$ cat config.mk
export PLATFORM = sky130hd
export DESIGN_NAME = apple_bus_responder
export DESIGN_NICKNAME = d
export VERILOG_FILES = /design/src/rtl/apple_bus_responder.sv
export SDC_FILE = /design/constraint.sdc
export NUM_CORES = 1
export LEC_CHECK = 0
export ABC_AREA = 1
export CORE_AREA = 5 5 64 66
export CTS_CLUSTER_DIAMETER = 200
export CTS_CLUSTER_SIZE = 30
export DETAILED_ROUTE_END_ITERATION = 10
export DIE_AREA = 0 0 69 71
export PLACE_DENSITY = 0.92
export SYNTH_ARGS = -nofsm -noshare
export SYNTH_HDL_FRONTEND = slang
export SYNTH_SLANG_ARGS = --single-unit
$ cat constraint.sdc
create_clock -name clk_logic_i -period 4 [get_ports clk_logic_i]
set_input_delay 0.8 -clock clk_logic_i [delete_from_list [all_inputs] [get_ports clk_logic_i]]
set_output_delay 0.8 -clock clk_logic_i [all_outputs]
set_load 0.03 [all_outputs]
$ cat src/rtl/apple_bus_responder.sv
// Apple II slot read responder: decodes DEVSEL/IOSEL (and IOSTROBE when built with
// APPLE_BUS_EXPROM_EN), fetches the byte from card logic and drives it inside Phi0.
module apple_bus_responder #(
  parameter int SLOT              = 4,
  parameter int DRIVE_START_COUNT = 8,
  parameter int HOLD_COUNT        = 2
) (
  input  logic        clk_logic_i,
  input  logic        system_reset_i,
  input  logic        timing_lock_i,
  input  logic        phi0_posedge_i,
  input  logic        phi0_negedge_i,
  input  logic        phi1_posedge_i,
  input  logic [15:0] addr_i,
  input  logic        rw_n_i,
  input  logic        dma_n_i,
  output logic        rd_req_o,
  output logic [1:0]  rd_sel_o,
  output logic [10:0] rd_addr_o,
  input  logic        rd_ack_i,
  input  logic [7:0]  rd_data_i,
  output logic [7:0]  a2_d_o,
  output logic        a2_d_oe_o,
  output logic        expansion_owned_o,
  output logic        timeout_o
);

  typedef enum logic [2:0] {IDLE, REQ, WAIT, DRIVE, HOLD} state_t;

  localparam logic [11:0] DEVSEL_BASE = 12'(12'hC08 + SLOT);
  localparam logic [7:0]  IOSEL_PAGE  = 8'(8'hC0 + SLOT);
  localparam logic [5:0]  DEADLINE    = 6'(DRIVE_START_COUNT - 1);
  localparam logic [3:0]  HOLD_RELOAD = 4'(HOLD_COUNT - 1);
  localparam logic [5:0]  CNT_MAX     = 6'd63;

  state_t      state_q, state_d;
  logic [5:0]  cnt_q, cnt_d;
  logic [3:0]  hold_q, hold_d;
  logic        owned_q, owned_d;
  logic        bus_ok, devsel_addr, iosel_addr, strobe_addr, hit, take;
  logic [1:0]  dec_sel;
  logic [10:0] dec_addr;
  logic        req_d, oe_d, timeout_d;
  logic [7:0]  data_d;
  logic [1:0]  sel_d;
  logic [10:0] addr_d;

  assign bus_ok      = timing_lock_i & dma_n_i;
  assign devsel_addr = (addr_i[15:4] == DEVSEL_BASE);
  assign iosel_addr  = (addr_i[15:8] == IOSEL_PAGE);

`ifdef APPLE_BUS_EXPROM_EN
  logic cfff_addr;
  assign cfff_addr   = (addr_i == 16'hCFFF);
  assign strobe_addr = owned_q && (addr_i[15:11] == 5'b11001) && !cfff_addr;

  // Ownership follows every bus access, reads and writes alike, in bus order.
  always_comb begin
    owned_d = owned_q;
    if (phi0_posedge_i && timing_lock_i) begin
      if (iosel_addr) begin
        owned_d = 1'b1;
      end else if (cfff_addr) begin
        owned_d = 1'b0;
      end
    end
  end
`else
  assign strobe_addr = 1'b0;
  assign owned_d     = 1'b0;
`endif

  assign hit  = phi0_posedge_i && rw_n_i && bus_ok && (devsel_addr || iosel_addr || strobe_addr);
  assign take = hit && ((state_q == IDLE) || (state_q == DRIVE) || (state_q == HOLD));

  always_comb begin
    dec_sel  = 2'd0;
    dec_addr = {7'd0, addr_i[3:0]};
    if (iosel_addr) begin
      dec_sel  = 2'd1;
      dec_addr = {3'd0, addr_i[7:0]};
    end else if (strobe_addr) begin
      dec_sel  = 2'd2;
      dec_addr = addr_i[10:0];
    end
  end

  // State register, Phi0 cycle counter and hold down-counter.
  always_ff @(posedge clk_logic_i) begin
    if (system_reset_i) begin
      state_q <= IDLE;
      cnt_q   <= '0;
      hold_q  <= '0;
      owned_q <= 1'b0;
    end else begin
      state_q <= state_d;
      cnt_q   <= cnt_d;
      hold_q  <= hold_d;
      owned_q <= owned_d;
    end
  end

  // Next state; an ack on the deadline cycle goes straight to DRIVE so oe still rises on time.
  always_comb begin
    state_d = state_q;
    case (state_q)
      IDLE:  if (take) state_d = REQ;
      REQ: begin
        if (rd_ack_i) begin
          state_d = (cnt_q >= DEADLINE) ? DRIVE : WAIT;
        end else if (cnt_q >= DEADLINE) begin
          state_d = IDLE;
        end
      end
      WAIT:  if (cnt_q >= DEADLINE) state_d = DRIVE;
      DRIVE: begin
        if (phi0_posedge_i) begin
          state_d = take ? REQ : IDLE;
        end else if (phi0_negedge_i || phi1_posedge_i) begin
          state_d = HOLD;
        end
      end
      HOLD: begin
        if (phi0_posedge_i) begin
          state_d = take ? REQ : IDLE;
        end else if (hold_q == 4'd0) begin
          state_d = IDLE;
        end
      end
      default: state_d = IDLE;
    endcase
    if ((state_q != IDLE) && !bus_ok) state_d = IDLE;
  end

  // Next values of the registered outputs and counters.
  always_comb begin
    req_d     = (state_d == REQ);
    oe_d      = (state_d == DRIVE) || (state_d == HOLD);
    timeout_d = (state_q == REQ) && bus_ok && !rd_ack_i && (cnt_q >= DEADLINE);
    data_d    = a2_d_o;
    if ((state_q == REQ) && bus_ok && rd_ack_i) data_d = rd_data_i;
    sel_d  = rd_sel_o;
    addr_d = rd_addr_o;
    if (take) begin
      sel_d  = dec_sel;
      addr_d = dec_addr;
    end
    if (phi0_posedge_i) begin
      cnt_d = '0;
    end else if (cnt_q == CNT_MAX) begin
      cnt_d = cnt_q;
    end else begin
      cnt_d = cnt_q + 6'd1;
    end
    hold_d = hold_q;
    if ((state_d == HOLD) && (state_q != HOLD)) begin
      hold_d = HOLD_RELOAD;
    end else if ((state_q == HOLD) && (hold_q != 4'd0)) begin
      hold_d = hold_q - 4'd1;
    end
  end

  always_ff @(posedge clk_logic_i) begin
    if (system_reset_i) begin
      rd_req_o  <= 1'b0;
      rd_sel_o  <= 2'd0;
      rd_addr_o <= 11'd0;
      a2_d_o    <= 8'd0;
      a2_d_oe_o <= 1'b0;
      timeout_o <= 1'b0;
    end else begin
      rd_req_o  <= req_d;
      rd_sel_o  <= sel_d;
      rd_addr_o <= addr_d;
      a2_d_o    <= data_d;
      a2_d_oe_o <= oe_d;
      timeout_o <= timeout_d;
    end
  end

  assign expansion_owned_o = owned_q;

endmodule
Word level (Yosys, flattened, before mapping)
Index checks and enable logic that the tools add are counted.
Widths: inputs -> output; s select.
- mux-type cells: 16
- equal/unequal tests: 11
- reductions and logical operators: 25
- bitwise logic cells: 1
- add/subtract/negate cells: 2
- $lt $le $gt $ge: 1
- operators with widths (cell ; number):
    $mux 3 ; 9
    $pmux 3 s5 ; 1
    $eq 12x12->1 const B ; 1
    $logic_and 1x1->1 ; 11
    $eq 3x2->1 const B ; 3
    $eq 8x8->1 const B ; 1
    $mux 8 ; 1
    $add 6x1->6 const B ; 1
    $eq 3x1->1 const B ; 2
    $eq 3x3->1 const B ; 2
    $eq 6x6->1 const B ; 1
    $ge 6x3->1 const B ; 1
    $logic_or 1x1->1 ; 5
    $mux 1 ; 5
    $logic_not 4->1 ; 1
    $reduce_bool 4->1 ; 1
    $reduce_or 2->1 ; 2
    $sub 4x1->4 const B ; 1
    $logic_not 3->1 ; 1
    $ne 3x3->1 const B ; 1
    $reduce_bool 3->1 ; 1
    $logic_not 1->1 ; 2
    $reduce_bool 2->1 ; 1
    $and 1x1->1 ; 1
- word-level logic and storage cells: 66
- flip-flop bits (word level): 37

Depth between registers and ports, before layout
- depth in word-level cells: 11
- depth in mapped cells: 11

Least setup slack after synthesis
OpenSTA, ideal clock, no wires.
- path type: input-to-reg
- start: in addr_i[9]
- end: reg rd_addr_o[4]
- buffers on the path: 0
- stages: 7
- slack: 2.250 ns
- arrival: 1.617 ns
- cells stage by stage: or2_1 nor2_1 nand3_2 nor2_8 inv_6 nand2_1 a21oi_1
- longest elaborated chain between the ends: 4
- elaborated cells between the ends (all ways): 6
- classes of those cells: 2 x eq/ne; 1 x mux; 3 x reduce/logical
- ends and longest elaborated chain (element ; RTL line ; text):
    start: declaration ; 14 ; input logic [15:0] addr_i,
    $eq 12x12->1 or $eq 8x8->1 (tied branches) ; 49, 50 ;
    $logic_or 1x1->1 ; 73 ; assign hit = phi0_posedge_i && rw_n_i && bus_ok && (devsel_addr || iosel_addr || strobe_addr);
    $logic_and 1x1->1 ; 73 ;
    $logic_and 1x1->1 ; 74 ; assign take = hit && ((state_q == IDLE) || (state_q == DRIVE) || (state_q == HOLD));
    end signal: assignment ; 174 ; rd_addr_o <= addr_d;
    end: declaration ; 19 ; output logic [10:0] rd_addr_o,
Parallel ways exist; a longest one is shown, timed or not.
A chain may end at the register's enable or synchronous reset.

Worst setup path in the final report
- start: reg rd_sel_o[0]
- end: out rd_sel_o[0]
- RTL lines (element ; RTL line ; text):
    start: declaration ; 18 ; output logic [1:0] rd_sel_o,
    start signal: assignment ; 173 ; rd_sel_o <= sel_d;
No word-level cell between the ends.

==> results.py <==
metrics = {
    "route": {
        "drcViolationCount": 0,
        "antenna_left": 0,
        "post_drt_wl_per_cell_um": 11.13,
        "first_pass_iters": 4,
        "viasPerCell": 4.747,
        "wirelength_um": 3516,
        "vias": 1500,
        "drt_iter0_markers": 79,
    },
    "clock_tree": {
        "numCtsBuffers": 5,
        "cts_hold_buf": 0,
        "h-tree-depth": 2,
        "cts_resized": 0,
        "cts_setup_buffers": 0,
        "cts_buffer_depth": 2,
        "path_clk_slew_ns": 0.10,
        "cts_root_buffer": "clkbuf_4",
        "cts_tree": "yes",
        "clock-sinks": 33,
        "worstSkewPairLatency_ns": 0.32,
    },
    "pwr": {
        "p_per_area_nw_per_um2": 262.0,
        "finalPower_uw": 560.2,
        "p_leak_nw": 0.8716,
        "ir_drop_uv": 146.7,
    },
    "synth": {
        "ys_warn_count": 0,
        "syn_inst": 211,
        "synth.avg_cell_area_um2": 7.288,
        "ys_top_cells_by_area": "dfxtp_1 43%, nor2_1 10%, nand2_1 7.1%, inv_1 5.9%, o21ai_0 4.9%",
        "netlist.top_cell.by_area": "dfxtp_1",
        "synth_top_area_share_pct": 42.96,
        "yosysSeqAreaShare_pct": 42.96,
        "yosys_register_bits": 33,
        "synth.distinct_cells": 30,
        "synth_area_um2": 1538,
    },
    "critical_path": {
        "crit_cells": 1,
        "path_buf_inv": 1,
        "worst_setup_path_end_kind": "primary output",
        "cp_max_fo": 2,
        "crit_path_max_incr_delay_ns": 0.68,
        "critPathTopFamily": "buffers and inverters",
        "arrival_ns": 1.36,
        "slowest_stage": "clkdlybuf4s50_1",
        "critPathLaunchType": "flip-flop",
        "reg2reg_depth": 8,
        "rrSetupSlack_ns": 2.52,
        "worstPathRequired_ns": 3.20,
        "regToRegStartpoint": "hold_q[0]",
        "crit_type": "flip-flop to primary output",
        "r2r-end": "hold_q[2]",
        "startpoint": "rd_sel_o[0]",
        "path_cells": "clkdlybuf4s50_1",
    },
    "place": {
        "dp_cells": 308,
        "dpl_cell_area_um2": 2087,
        "place.gp.congestion": 0.8766,
        "portBuffers": 52,
        "dp_hpwl_um": 2912,
    },
    "cells_and_area": {
        "diodes": 0,
        "seq_area_um2": 660.6,
        "drive_gt1_share_pct": 7.836,
        "multi_input_area_um2": 739.5,
        "fin_cells": 316,
        "design_area_um2": 2138,
        "fill_cells": 328,
        "syn2layout_area_growth_pct": 39.06,
        "nets": 302,
    },
    "flow_run": {
        "maxCapViolCount": 0,
    },
    "floorplanning": {
        "dieWidth_um": 69,
        "fp.dieH_um": 71,
        "rows": 22,
        "ios": 58,
        "dieArea_um2": 4899,
        "initial_core_util_pct": 43.64,
        "core_um2": 3523,
    },
    "sta": {
        "final_max_slew_viol_count": 0,
        "hold_violations": 0,
        "finClkSkew_ns": 0.01039,
        "layout_min_cycle_time_ns": 2.158,
        "tns_ns": 0,
        "fin_crit_sh_pct": 53.94,
        "timing.fmax_mhz": 463.5,
        "rsz0062_at_grt": "no",
        "setup_viol": 0,
    },
    "global_route": {
        "antenna_found_initial": 0,
        "grt_pass1_vias": 1535,
        "grt_max_degree": 16,
        "overflow": 0,
        "track_usage_pct": 14.89,
        "grt_pass1_wl_um": 6141,
    },
    "run_status": {
        "status": "finished, final reports clean",
    },
    "min_path": {
        "min_from": "hold_q[1]",
        "min_path_type": "flip-flop to flip-flop",
        "whs_path_depth": 2,
        "hold_end": "hold_q[1]",
    },
}
[per-layer routing]
layer / GRT usage (%) / routed length, um / share of wire, %
met5: 0 / 0 / 0
met4: 2.169 / 0 / 0
met3: 5.114 / 262 / 7.5
met2: 29.03 / 1760 / 50
met1: 15.66 / 1492 / 42
[through the flow]
stage	setup WS [ns]	util, %	hold WS, ns
global route	1.767	60.69	0.4996
CTS	1.815	60.69	0.4700
detailed placement	1.759	59.23	0.4551
finish	1.842	60.69	0.4669
floorplan	2.250	-	0.4402
global placement	1.784	59.23	0.4534
[registers in the layout, indices dropped and copies added (netlist names), 3 cells and up]
register   cells
rd_addr_o      8
state_q        3
a2_d_o         8
hold_q         4
cnt_q          6
[cells in the mapped netlist, drive strengths merged]
library cell / instances
dfxtp: 33
nand4: 2
ha: 2
inv: 27
nor3: 4
o21ai: 19
conb: 1
a21oi: 10
nor2: 48
nand3b: 1
xor2: 5
nor3b: 1
a211oi: 1
nand3: 15
and3: 1
nor4: 1
nand2: 31
buf: 6
or2: 2
clkbuf: 1
[cell usage in the layout, fill, tap and decap left out]
cell	instances
ha_1	2
nand2_1	29
xor2_1	5
o21ai_0	15
a211oi_1	1
inv_1	24
or2_1	2
conb_1	5
nand2_4	1
inv_2	2
nand2_2	1
nand4_1	2
a21oi_1	10
nor2_2	4
clkbuf_4	5
o21ai_2	1
clkinv_2	2
clkdlybuf4s50_1	52
nand3_2	2
and3_1	1
o21ai_1	3
nor4_1	1
clkbuf_1	1
nor2_8	1
nor3b_2	1
nand3_1	13
nand3b_1	1
dfxtp_1	33
nor2_1	43
inv_6	1
nor3_1	4
[power by group]
group,internal [mW],total (mW),switching (mW)
clock,0.0669,0.175,0.108
sequential,0.329,0.330,0.000843
combinational,0.0318,0.0554,0.0237
[cells by family (layout without fill, tap and decap cells)]
group / Yosys count / after routing / share of synthesized area, %
adders and majority gates: 2 / 2 / 1.627
xor gates and xnor gates: 5 / 5 / 2.848
DFF: 33 / 33 / 42.96
AOI/OAI and AO/OA: 30 / 30 / 10.17
and+or+nand+nor: 106 / 106 / 32.22
other: 1 / 5 / 0.2439
buffers and inverters: 34 / 87 / 9.927
[tightest hold or removal path, delay by kind of cell (launching register included)]
| kind | cells | cell delay [ns] |
|---|---|---|
| flip-flops | 1 | 0.32 |
| AND/OR/NAND/NOR | 1 | 0.06 |
| AO/OA/AOI/OAI | 1 | 0.05 |
[how the worst max path moves through the flow]
stage	endpoint	slack, ns
finish	rd_sel_o[0]	1.84
global route	rd_sel_o[0]	1.77
CTS	rd_sel_o[0]	1.82
detailed placement	rd_sel_o[0]	1.76
global placement	rd_sel_o[0]	1.78
floorplan	rd_addr_o[4]	2.25
[cell type report]
class                   instances  area share (%)
clock buffers                   6           1.931
clock inverters                 2          0.4681
inverters                      27           4.974
multi-input cells             148           34.58
flip-flops and latches         33           30.90
well taps                      48           2.809
repair buffers                 52           24.34
Note: power is estimated with default switching activity, not from simulation.
